===== src/rtl/hazard_stall_unit_pkg.sv =====
// ----------------------------------------------------------------------------
// pipeline_pkg
//   Types and constants shared by the 5-stage MIPS datapath blocks:
//   - REG_W     : default register-address width
//   - ZERO_REG  : the hard-wired $zero register address
//   - hz_state_t: hazard-controller state encoding (ST_RUN, ST_HOLD_LAST)
// ----------------------------------------------------------------------------
package pipeline_pkg;

    localparam int REG_W = 5;

    localparam logic [REG_W-1:0] ZERO_REG = '0;

    typedef enum logic {
        ST_RUN       = 1'b0,
        ST_HOLD_LAST = 1'b1
    } hz_state_t;

endpackage


===== src/rtl/hazard_stall_unit_if.sv =====
// ----------------------------------------------------------------------------
// hazard_stall_unit_if
//   Bundle between the pipeline datapath and the hazard/stall controller.
//   master : datapath side, drives ID/EX/MEM operand info, receives controls
//   slave  : hazard controller side
//   Signals:
//     ID_Rs, ID_Rt, ID_UsesRt, ID_IsBranch      - instruction in ID
//     EX_MemRead, EX_RegWrite, EX_WriteReg      - instruction in EX
//     MEM_MemRead, MEM_WriteReg                 - instruction in MEM
//     PC_Write, IFID_Write, IDEX_Flush          - stall controls
//     StallCycles, HazardEvents                 - saturating perf counters
// ----------------------------------------------------------------------------
interface hazard_stall_unit_if #(
    parameter int REG_W = pipeline_pkg::REG_W,
    parameter int CNT_W = 16
);
    logic [REG_W-1:0] ID_Rs;
    logic [REG_W-1:0] ID_Rt;
    logic             ID_UsesRt;
    logic             ID_IsBranch;
    logic             EX_MemRead;
    logic             EX_RegWrite;
    logic [REG_W-1:0] EX_WriteReg;
    logic             MEM_MemRead;
    logic [REG_W-1:0] MEM_WriteReg;

    logic             PC_Write;
    logic             IFID_Write;
    logic             IDEX_Flush;
    logic [CNT_W-1:0] StallCycles;
    logic [CNT_W-1:0] HazardEvents;

    modport master (
        output ID_Rs, ID_Rt, ID_UsesRt, ID_IsBranch,
        output EX_MemRead, EX_RegWrite, EX_WriteReg,
        output MEM_MemRead, MEM_WriteReg,
        input  PC_Write, IFID_Write, IDEX_Flush,
        input  StallCycles, HazardEvents
    );

    modport slave (
        input  ID_Rs, ID_Rt, ID_UsesRt, ID_IsBranch,
        input  EX_MemRead, EX_RegWrite, EX_WriteReg,
        input  MEM_MemRead, MEM_WriteReg,
        output PC_Write, IFID_Write, IDEX_Flush,
        output StallCycles, HazardEvents
    );
endinterface


===== src/rtl/hazard_stall_unit_sat_counter.sv =====
// ----------------------------------------------------------------------------
// sat_counter
//   W-bit up-counter that sticks at all-ones instead of wrapping.
//   Clk   : clock
//   Reset : synchronous active-high clear (wins over Inc)
//   Inc   : count this cycle
//   Count : current value
// ----------------------------------------------------------------------------
module sat_counter #(
    parameter int W = 16
) (
    input  logic         Clk,
    input  logic         Reset,
    input  logic         Inc,
    output logic [W-1:0] Count
);

    always_ff @(posedge Clk) begin
        if (Reset)
            Count <= '0;
        else if (Inc && (Count != {W{1'b1}}))
            Count <= Count + 1'b1;
    end

endmodule


===== src/rtl/hazard_stall_unit.sv =====
// ----------------------------------------------------------------------------
// hazard_stall_unit
//   Detects load-use and branch-operand hazards between ID and EX/MEM and
//   holds fetch for the required number of cycles (1 or 2), inserting a
//   bubble into ID/EX each stalled cycle.
//   Clk, Reset : clock, synchronous active-high reset
//   hz (slave) : operand info in, PC_Write/IFID_Write/IDEX_Flush and the
//                StallCycles/HazardEvents counters out
// ----------------------------------------------------------------------------
module hazard_stall_unit
    import pipeline_pkg::*;
#(
    parameter int REG_W = pipeline_pkg::REG_W,
    parameter int CNT_W = 16
) (
    input  logic                Clk,
    input  logic                Reset,
    hazard_stall_unit_if.slave  hz
);

    hz_state_t state;

    logic ex_dep, mem_dep;
    logic need2, need1;
    logic stall, hz_event;

    // dep(R): R is non-zero and is read by the ID instruction (rt only when used)
    assign ex_dep  = (hz.EX_WriteReg != REG_W'(ZERO_REG)) &&
                     ((hz.EX_WriteReg == hz.ID_Rs) ||
                      (hz.ID_UsesRt && (hz.EX_WriteReg == hz.ID_Rt)));
    assign mem_dep = (hz.MEM_WriteReg != REG_W'(ZERO_REG)) &&
                     ((hz.MEM_WriteReg == hz.ID_Rs) ||
                      (hz.ID_UsesRt && (hz.MEM_WriteReg == hz.ID_Rt)));

    // Branch on a load still in EX needs the load to reach WB: two cycles.
    assign need2 = hz.ID_IsBranch && hz.EX_MemRead && ex_dep;
    assign need1 = (hz.EX_MemRead && ex_dep) ||
                   (hz.ID_IsBranch && hz.EX_RegWrite && !hz.EX_MemRead && ex_dep) ||
                   (hz.ID_IsBranch && hz.MEM_MemRead && mem_dep);

    // Controls are Mealy in RUN so the stall lands on the detection edge;
    // HOLD_LAST stalls unconditionally. Reset forces the free-running values.
    assign stall    = !Reset && ((state == ST_HOLD_LAST) || need1 || need2);
    assign hz_event = !Reset && (state == ST_RUN) && (need1 || need2);

    assign hz.PC_Write   = !stall;
    assign hz.IFID_Write = !stall;
    assign hz.IDEX_Flush = stall;

    always_ff @(posedge Clk) begin
        if (Reset) begin
            state <= ST_RUN;
        end else begin
            case (state)
                ST_RUN:       state <= need2 ? ST_HOLD_LAST : ST_RUN;
                ST_HOLD_LAST: state <= ST_RUN;
                default:      state <= ST_RUN;
            endcase
        end
    end

    sat_counter #(.W(CNT_W)) u_stall_cnt (
        .Clk   (Clk),
        .Reset (Reset),
        .Inc   (stall),
        .Count (hz.StallCycles)
    );

    sat_counter #(.W(CNT_W)) u_event_cnt (
        .Clk   (Clk),
        .Reset (Reset),
        .Inc   (hz_event),
        .Count (hz.HazardEvents)
    );

endmodule


===== src/flat_wrapper.sv =====
// flat-port wrapper written by rule: the top's interface ports become plain ports
module hazard_stall_unit_flat import pipeline_pkg::*;
#(
    parameter int REG_W = pipeline_pkg::REG_W,
    parameter int CNT_W = 16
)
  (Clk, Reset, hz_ID_Rs, hz_ID_Rt, hz_ID_UsesRt, hz_ID_IsBranch, hz_EX_MemRead, hz_EX_RegWrite, hz_EX_WriteReg, hz_MEM_MemRead, hz_MEM_WriteReg, hz_PC_Write, hz_IFID_Write, hz_IDEX_Flush, hz_StallCycles, hz_HazardEvents);
  hazard_stall_unit_if #(.REG_W(REG_W), .CNT_W(CNT_W)) hz_i ();
  input  logic Clk;
  input  logic Reset;
  input wire logic [$bits(hz_i.ID_Rs)-1:0] hz_ID_Rs;
  input wire logic [$bits(hz_i.ID_Rt)-1:0] hz_ID_Rt;
  input wire logic [$bits(hz_i.ID_UsesRt)-1:0] hz_ID_UsesRt;
  input wire logic [$bits(hz_i.ID_IsBranch)-1:0] hz_ID_IsBranch;
  input wire logic [$bits(hz_i.EX_MemRead)-1:0] hz_EX_MemRead;
  input wire logic [$bits(hz_i.EX_RegWrite)-1:0] hz_EX_RegWrite;
  input wire logic [$bits(hz_i.EX_WriteReg)-1:0] hz_EX_WriteReg;
  input wire logic [$bits(hz_i.MEM_MemRead)-1:0] hz_MEM_MemRead;
  input wire logic [$bits(hz_i.MEM_WriteReg)-1:0] hz_MEM_WriteReg;
  output wire logic [$bits(hz_i.PC_Write)-1:0] hz_PC_Write;
  output wire logic [$bits(hz_i.IFID_Write)-1:0] hz_IFID_Write;
  output wire logic [$bits(hz_i.IDEX_Flush)-1:0] hz_IDEX_Flush;
  output wire logic [$bits(hz_i.StallCycles)-1:0] hz_StallCycles;
  output wire logic [$bits(hz_i.HazardEvents)-1:0] hz_HazardEvents;
  assign hz_i.ID_Rs = hz_ID_Rs;
  assign hz_i.ID_Rt = hz_ID_Rt;
  assign hz_i.ID_UsesRt = hz_ID_UsesRt;
  assign hz_i.ID_IsBranch = hz_ID_IsBranch;
  assign hz_i.EX_MemRead = hz_EX_MemRead;
  assign hz_i.EX_RegWrite = hz_EX_RegWrite;
  assign hz_i.EX_WriteReg = hz_EX_WriteReg;
  assign hz_i.MEM_MemRead = hz_MEM_MemRead;
  assign hz_i.MEM_WriteReg = hz_MEM_WriteReg;
  assign hz_PC_Write = hz_i.PC_Write;
  assign hz_IFID_Write = hz_i.IFID_Write;
  assign hz_IDEX_Flush = hz_i.IDEX_Flush;
  assign hz_StallCycles = hz_i.StallCycles;
  assign hz_HazardEvents = hz_i.HazardEvents;
  hazard_stall_unit #(.REG_W(REG_W), .CNT_W(CNT_W)) u_core (.Clk(Clk), .Reset(Reset), .hz(hz_i));
endmodule

===== config.mk =====
export PLATFORM = sky130hd
export DESIGN_NAME = hazard_stall_unit_flat
export DESIGN_NICKNAME = d
export VERILOG_FILES = /design/src/rtl/hazard_stall_unit_pkg.sv /design/src/rtl/hazard_stall_unit_if.sv /design/src/rtl/hazard_stall_unit_sat_counter.sv /design/src/rtl/hazard_stall_unit.sv /design/src/flat_wrapper.sv
export SDC_FILE = /design/constraint.sdc
export NUM_CORES = 1
export LEC_CHECK = 0
export ABC_AREA = 1
export CAP_MARGIN = 0
export CORE_AREA = 2 2 71 73
export CTS_CLUSTER_DIAMETER = 60
export CTS_CLUSTER_SIZE = 20
export DETAILED_ROUTE_END_ITERATION = 10
export DIE_AREA = 0 0 73 75
export PLACE_DENSITY_LB_ADDON = 0.08
export SLEW_MARGIN = 5
export SYNTH_ARGS = -nofsm -noshare
export SYNTH_HDL_FRONTEND = slang
export SYNTH_SLANG_ARGS = --single-unit

===== constraint.sdc =====
create_clock -name Clk -period 4 [get_ports Clk]
set_clock_uncertainty 0.15 [all_clocks]
set_input_delay 1 -clock Clk [delete_from_list [all_inputs] [get_ports Clk]]
set_output_delay 1 -clock Clk [all_outputs]
set_load 0.03 [all_outputs]

==> results.md, run 1 <==
* Status: completed
* Setup TNS at 0 ns
* Total track usage at a little under a quarter
* Mapped Nets at slightly above 400
* Pins Over Slew Limit at 0
* Row count at 25
* Critical Path Source Type: input pin
* ANT nets after route at 0
* TritonCTS clock tree: built
* Seq/Total Area, Yosys at 27.4%
* Die ar. at between 5000 and 6000 um2
* TritonCTS buffer count at 5
* Worst path arrival time at between 2 and 3 ns
* DR vias at around 2600
* Rel. slew slack at about 73%
* Net Switching at 0.000189 W
* Worst setup EP type: output port
* Area of the mapped netlist at about 2400 um2
* Synth Area in XOR/XNOR at between 10% and 20%
* Req. time, crit path at between 2 and 3 ns
* Drt drc at 0
* Max IR drop VDD at between 100 and 150 uV
* WS Path Type: in2out
* R2R depth at 8
* Delay-heaviest family, CP: buffers and inverters
* Post-CTS Hold Fix Bufs at 0
* Yosys reg bits at 33
* Clock slew at reported path FFs at around 0.07 ns
* Sw Share at around 25%
* Clk_lat worst skew at just under 0.3 ns
* Port buffer count at 61
* Netlist cell types at 26
* Post-Layout Cell Count at ~490
* Final-layout fill cell count at around 420
* Iteration count of the initial detailed-routing pass at 4
* CTS root buf: clkbuf_8
* Hold Vio Cnt, Final at 0
* P_leak at approximately 1.3 nW
* Via density at between 5 and 6
* Endpoints failing setup at 0
* Wire per inst at about 12 um
* Hold path depth at 2
* Least-Margin Pin Slew at between 0.3 and 0.4 ns
* Multiplexer area fraction after synthesis at 0%
* P per Cell Area at 242 nW/um2
* Share of cells above drive strength 1 at between 8 and 9%
* Slowest stage cell, crit path: clkdlybuf4s50_1
* Remaining Overflow, GRT at 0
* Final HPWL DP at 4420 um
* Slowest stage delay, CP at roughly 0.54 ns
* I/O Pins at 62
* Comb pwr share at roughly 14%
* Crit path max fanout at 4
* Max Cap Violations at 0
* Initial core utilization at 51.8%
* Diode count at 0
* Total chip power at roughly 0.00077 W
* Internal power at 0.000578 W
* Syn Area/Cell at about 6.4 um2
* Largest net degree at the start of global routing at 28
* Compound-Gate Fraction of Synth Area at under 10%
* Final period utilization at ~91%
* Fmax at between 200 and 300 MHz
* 1st-iter DRT viols at between 150 and 200
* RSZ-0062 raised after global routing: false
* Final Instance Area at about 3200 um2
* Initial antenna violation count at 0
* Clk sinks at 33
* Flop pwr share at between 40% and 50%
* GPL Wtd Cong at 0.931
* Final core utilization at approximately two thirds
* Crit path cell chain: clkdlybuf4s50_1 > inv_2 > nand2_1 > nand2_1 > nor2_1 > nand3_1 > nand2_1 > nand3_1 > nand3_2 > nand2_1 > inv_1 > buf_4
* Core Area at ~4700 um2
* Post-CTS Setup Inserts at 0
* Crit path buffers/inverters at 4
* Cell mode on critical path: nand2_1
* Placed Area at about 3100 um2
* Synth warn at 0
* Die X at ~73 um
* Post-Syn Instances at approximately 380
* Largest family of logic cells by synthesized area: simple AND/OR/NAND/NOR gates
* CTS Buffer Depth at 2
* Post-CTS Resized at 0
* Vias in the first global route at between 2000 and 2500
* Clock H-tree levels at 2
* Final nets at around 470
* Placed Cells at ~490
* Post-Synth Simple-Gate Area at between 40% and 50%
* Crit path depth at 12
* Adder-cell share of the synthesized area at 1.04%
* Global-route wire length before repair at about 9900 um
* Die Height at between 70 and 80 um
* Min Tclk post-route at about 3.7 ns
* Clock power frac at a little over two fifths
* Area Overhead vs Synth at 31.5%
* HP Class: reg2reg
* DRT Wirelength at 5970 um
==> sequential cells by signal, summed over array words and instances, names as in the netlist <==
signal                    cells
u_core.u_event_cnt.Count     16
u_core.u_stall_cnt.Count     16
u_core.state                  1
==> logic make-up after synthesis <==
logic type | Yosys count
buf+inv | 62
flops | 33
fa+ha+maj | 2
simple gates | 220
xor+xnor | 29
compound gates | 33
==> power groups by stage <==
| stage | sequential, W | combinational (W) | clock (W) |
|---|---|---|---|
| 2_1_floorplan | 0.000341 | 0.0000519 | 0 |
| 3_3_place_gp | 0.000339 | 0.000102 | 0 |
| 3_5_place_dp | 0.000339 | 0.000103 | 0 |
| 4_1_cts | 0.000331 | 0.000103 | 0.000339 |
| 5_1_grt | 0.000332 | 0.000114 | 0.000352 |
| 6_report | 0.000332 | 0.000104 | 0.000332 |
==> routing by layer <==
metal | share of wire [%] | GRT usage, % | wire length (um)
met5 | 0 | 0 | 0
met4 | 1.3 | 8.64 | 76
met3 | 5.8 | 4.95 | 348
met2 | 46 | 36.8 | 2750
met1 | 47 | 30.5 | 2790
==> area by class of cell <==
type	instances	area [um2]	area share, %
tap	54	67.6	2.13
clock inverter	1	30.0	0.946
sequential	33	661	20.8
multi-input combinational	284	1510	47.4
clock buffer	7	86.3	2.72
inverter	49	184	5.79
timing repair buffer	66	641	20.2
==> worst paths after layout <==
check | slack [ns] | end | startpoint
min reg2reg | 0.34 | u_core.u_stall_cnt.Count[15] | u_core.u_stall_cnt.Count[15]
max | 0.34 | hz_IDEX_Flush | hz_EX_WriteReg[4]
max reg2reg | 1.66 | u_core.u_event_cnt.Count[1] | u_core.u_event_cnt.Count[0]
min | 0.34 | u_core.u_stall_cnt.Count[15] | u_core.u_stall_cnt.Count[15]
==> cells in the final DEF, fill, tap and decap left out, types with 8 or more instances in the layout <==
cell | Yosys | routed
xor2_1 | 23 | 23
buf_4 | 1 | 8
a21oi_1 | 20 | 20
inv_1 | 45 | 45
nor2_1 | 40 | 40
nand2_1 | 103 | 103
nand3_1 | 26 | 26
a21oi_2 | 8 | 8
nand4_1 | 29 | 29
dfxtp_1 | 33 | 33
nor3_1 | 11 | 11
clkdlybuf4s50_1 | 0 | 58
==> through the flow <==
step	setup slack [ns]	hold slack, ns
floorplan	0.685	0.448
global placement	0.380	0.319
detailed placement	0.336	0.332
CTS	0.334	0.347
global route	0.171	0.374
finish	0.342	0.339
==> cells in the mapped netlist <==
| master | number | area share (%) |
|---|---|---|
| a21oi_1 | 20 | 4.1 |
| a21oi_2 | 8 | 2.9 |
| buf_1 | 1 | 0.16 |
| buf_2 | 4 | 0.83 |
| buf_4 | 1 | 0.31 |
| buf_6 | 1 | 0.47 |
| clkbuf_1 | 6 | 0.93 |
| dfxtp_1 | 33 | 27 |
| ha_1 | 2 | 1.0 |
| inv_1 | 45 | 7.0 |
| inv_2 | 4 | 0.62 |
| nand2_1 | 103 | 16 |
| nand2_2 | 2 | 0.52 |
| nand3_1 | 26 | 5.4 |
| nand3_2 | 2 | 0.83 |
| nand3_4 | 1 | 0.73 |
| nand4_1 | 29 | 7.5 |
| nand4_2 | 1 | 0.52 |
| nor2_1 | 40 | 6.2 |
| nor3_1 | 11 | 2.3 |
| nor3_2 | 3 | 1.2 |
| nor3_4 | 1 | 0.67 |
| nor3b_4 | 1 | 0.78 |
| o21ai_0 | 5 | 1.0 |
| xnor2_1 | 6 | 2.2 |
| xor2_1 | 23 | 8.3 |
==> tightest hold or removal path: cells and delay by family (launching register included) <==
family	cells	cell delay [ns]
AOI/OAI and AO/OA	1	0.05
DFF	1	0.32
and+or+nand+nor	1	0.07
(Power assumes the default switching activity.)
==> inputs of run 2 (changes only) <==
CELL_PAD_IN_SITES_DETAIL_PLACEMENT = 0   (was default)
CELL_PAD_IN_SITES_GLOBAL_PLACEMENT = 2   (was default)
CORE_AREA = 2 2 96 98   (was 2 2 71 73)
DIE_AREA = 0 0 98 100   (was 0 0 73 75)
==> run 2 against run 1 <==
Power rose by 1.6%. Core utilization fell by 32 points. Global-route usage fell by 7.4 points. Non-clock buffer count rose by 1. Hold slack got worse by 0.0053 ns. Clock power rose by 2%. Critical endpoint unchanged. Largest cell class unchanged. Highest routed layer unchanged.
==> results.md, run 2 (synthesis gave the netlist of run 1 again) <==
* Req. time, crit path at 2.85 ns (about the same)
* Final setup margin at 0.276 ns (-0.0664 ns)
* Slowest stage delay, CP at 0.50 ns (-0.04 ns)
* Hold_ws at 0.333 ns (-0.00535 ns)
* Delay-heaviest family, CP: buffers and inverters
* Internal power at 0.000578 W (about the same)
* P_leak at 1.29 nW (+0.33%)
* Clock power frac at 43.6% (+0.3 points)
* Crit path launch: hz_MEM_WriteReg[2]
* Max Cap Violations at 0 (unchanged)
* CTS root buf: clkbuf_8
* Placed Area at 3140 um2 (+2.6%)
* 1st-iter DRT viols at 115 (-42%)
* RSZ-0062 raised after global routing: false
* Share of cells above drive strength 1 at 8.84% (+0.21 points)
* Total chip power at 0.000780 W (+1.6%)
* Diode count at 0 (unchanged)
* Worst path arrival time at 2.57 ns (+0.06 ns)
* Post-CTS Hold Fix Bufs at 0 (unchanged)
* CTS Buffer Depth at 2 (unchanged)
* Comb pwr share at 13.9% (+0.4 points)
* Final Instance Area at 3250 um2 (+2.5%)
* TritonCTS buffer count at 5 (unchanged)
* Worst setup EP type: output port
* DR vias at 2554 (-0.82%)
* Die ar. at 9800 um2 (+79%)
* Vias in the first global route at 2523 (+15%)
* Total track usage at 15.6% (-7.4 points)
* Core Area at 8890 um2 (+91%)
* Critical Path Source Type: input pin
* Die X at 98 um (+34%)
* I/O Pins at 62 (unchanged)
* Largest net degree at the start of global routing at 28 (unchanged)
* Clk sinks at 33 (unchanged)
* Final nets at 469 (+0.21%)
* Post-CTS Setup Inserts at 0 (unchanged)
* Max IR drop VDD at 109 uV (-25%)
* Endpoints failing setup at 0 (unchanged)
* Clock H-tree levels at 2 (unchanged)
* Fmax at 269 MHz (-1.8%)
* Least-Margin Pin Slew at 0.452 ns (+0.0534 ns)
* ANT nets after route at 0 (unchanged)
* Most frequent cells in the layout: 103 x nand2_1, 58 x clkdlybuf4s50_1, 45 x inv_1
* Hold Vio Cnt, Final at 0 (unchanged)
* Setup Slack @ Placement at 0.258 ns (-0.0774 ns)
* Drt drc at 0 (unchanged)
* Initial antenna violation count at 0 (unchanged)
* Biggest regs: u_core.u_event_cnt.Count: 16 flops, u_core.u_stall_cnt.Count: 16 flops, u_core.state: 1 flops
* Clock slew at reported path FFs at 0.07 ns (about the same)
* Most common cell after layout, fill and taps aside: nand2_1
* Row count at 35 (+40%)
* Die Height at 100 um (+33%)
* Area Overhead vs Synth at 34.7%
* Final HPWL DP at 5510 um (+25%)
* TritonCTS clock tree: built
* Flop pwr share at 42.5% (-0.7 points)
* Net Switching at 0.000202 W (+6.4%)
* R2R Path Start: u_core.u_event_cnt.Count[0]
* Via density at 4.63 (-11%)
* Global-route wire length before repair at 12400 um (+26%)
* Crit path buffers/inverters at 4 (unchanged)
* DRT Wirelength at 7440 um (+25%)
* Pins Over Slew Limit at 0 (unchanged)
* Slowest stage cell, crit path: clkdlybuf4s50_1
* HP Class: reg2reg
* Setup TNS at 0 ns (unchanged)
* Min Tclk post-route at 3.72 ns (+0.0664 ns)
* Clk_lat worst skew at 0.29 ns (about the same)
* GPL Wtd Cong at 0.843 (-9.5%)
* Status: completed
* Remaining Overflow, GRT at 0 (unchanged)
* Wire per inst at 13.5 um (+12%)
* Sw Share at 25.8% (+1.2 points)
* Final period utilization at 93.1% (+1.7 points)
* Initial core utilization at 27.2% (-25 points)
* Port buffer count at 61 (unchanged)
* Iteration count of the initial detailed-routing pass at 4 (unchanged)
* Rel. slew slack at 69.8% (-3.6 points)
* Crit path cell chain: clkdlybuf4s50_1 > nor3_1 > nand3_1 > nand3_1 > inv_1 > nand2_1 > nand3_2 > nand2_1 > inv_1 > buf_4
* Crit path max fanout at 4 (unchanged)
* P per Cell Area at 240 nW/um2 (-0.82%)
* Post-CTS Resized at 0 (unchanged)
* Hold path start: u_core.u_event_cnt.Count[15]
* WS Path Type: in2out
[run 2: power by group through the flow]
stage | clock, W | combinational [W] | sequential [W]
final | 0.000340 | 0.000109 | 0.000331
after global routing | 0.000363 | 0.000121 | 0.000332
after CTS | 0.000351 | 0.000110 | 0.000331
after detailed placement | 0 | 0.000109 | 0.000339
after global placement | 0 | 0.000111 | 0.000339
after floorplan | 0 | 0.0000519 | 0.000341
[run 2: worst paths after layout]
kind / slack (ns) / to / cells after the start
max: 0.28 / hz_IDEX_Flush / 10
min: 0.33 / u_core.u_event_cnt.Count[15] / 2
max reg2reg: 1.61 / u_core.u_event_cnt.Count[1] / 9
min reg2reg: 0.33 / u_core.u_event_cnt.Count[15] / 2
[run 2: through the flow]
stage          std cells  util, %
6_report             552     36.6
5_1_grt              552     36.6
4_1_cts              552     36.6
3_5_place_dp         544     35.3
3_3_place_gp         544     35.3
2_1_floorplan        379        -
[run 2: area by class of cell]
type	instances	area (um2)
clock buffers	7	86.3
clock inverters	1	30.0
fillers	979	5640
inverters	49	184
multi-input cells	284	1510
flip-flops and latches	33	661
well taps	111	139
repair buffers	67	648
[run 2: per-layer routing]
metal	vias to the layer above	track usage [%]	share of wire, %
met5	-	0	0
met4	0	4.49	1.2
met3	9	2.51	2.7
met2	40	26.1	46
met1	1151	20.9	50
li1	1354	-	-
[run 2: worst reg2reg max path: stages, from the launching register on]
cell and delay (ns):
dfxtp_1 0.42, ha_1 0.24, nand2_1 0.12, nor3_4 0.32
nand4_2 0.42, nand3_2 0.20, buf_4 0.24, nand2_1 0.08
nand2_1 0.06, nor2_1 0.04
==> inputs of run 3 (changes only) <==
CTS_CLUSTER_SIZE = 16   (was 20)
==> results of run 3 <==
Final layout, timing and power as in run 2 (identical DEF).
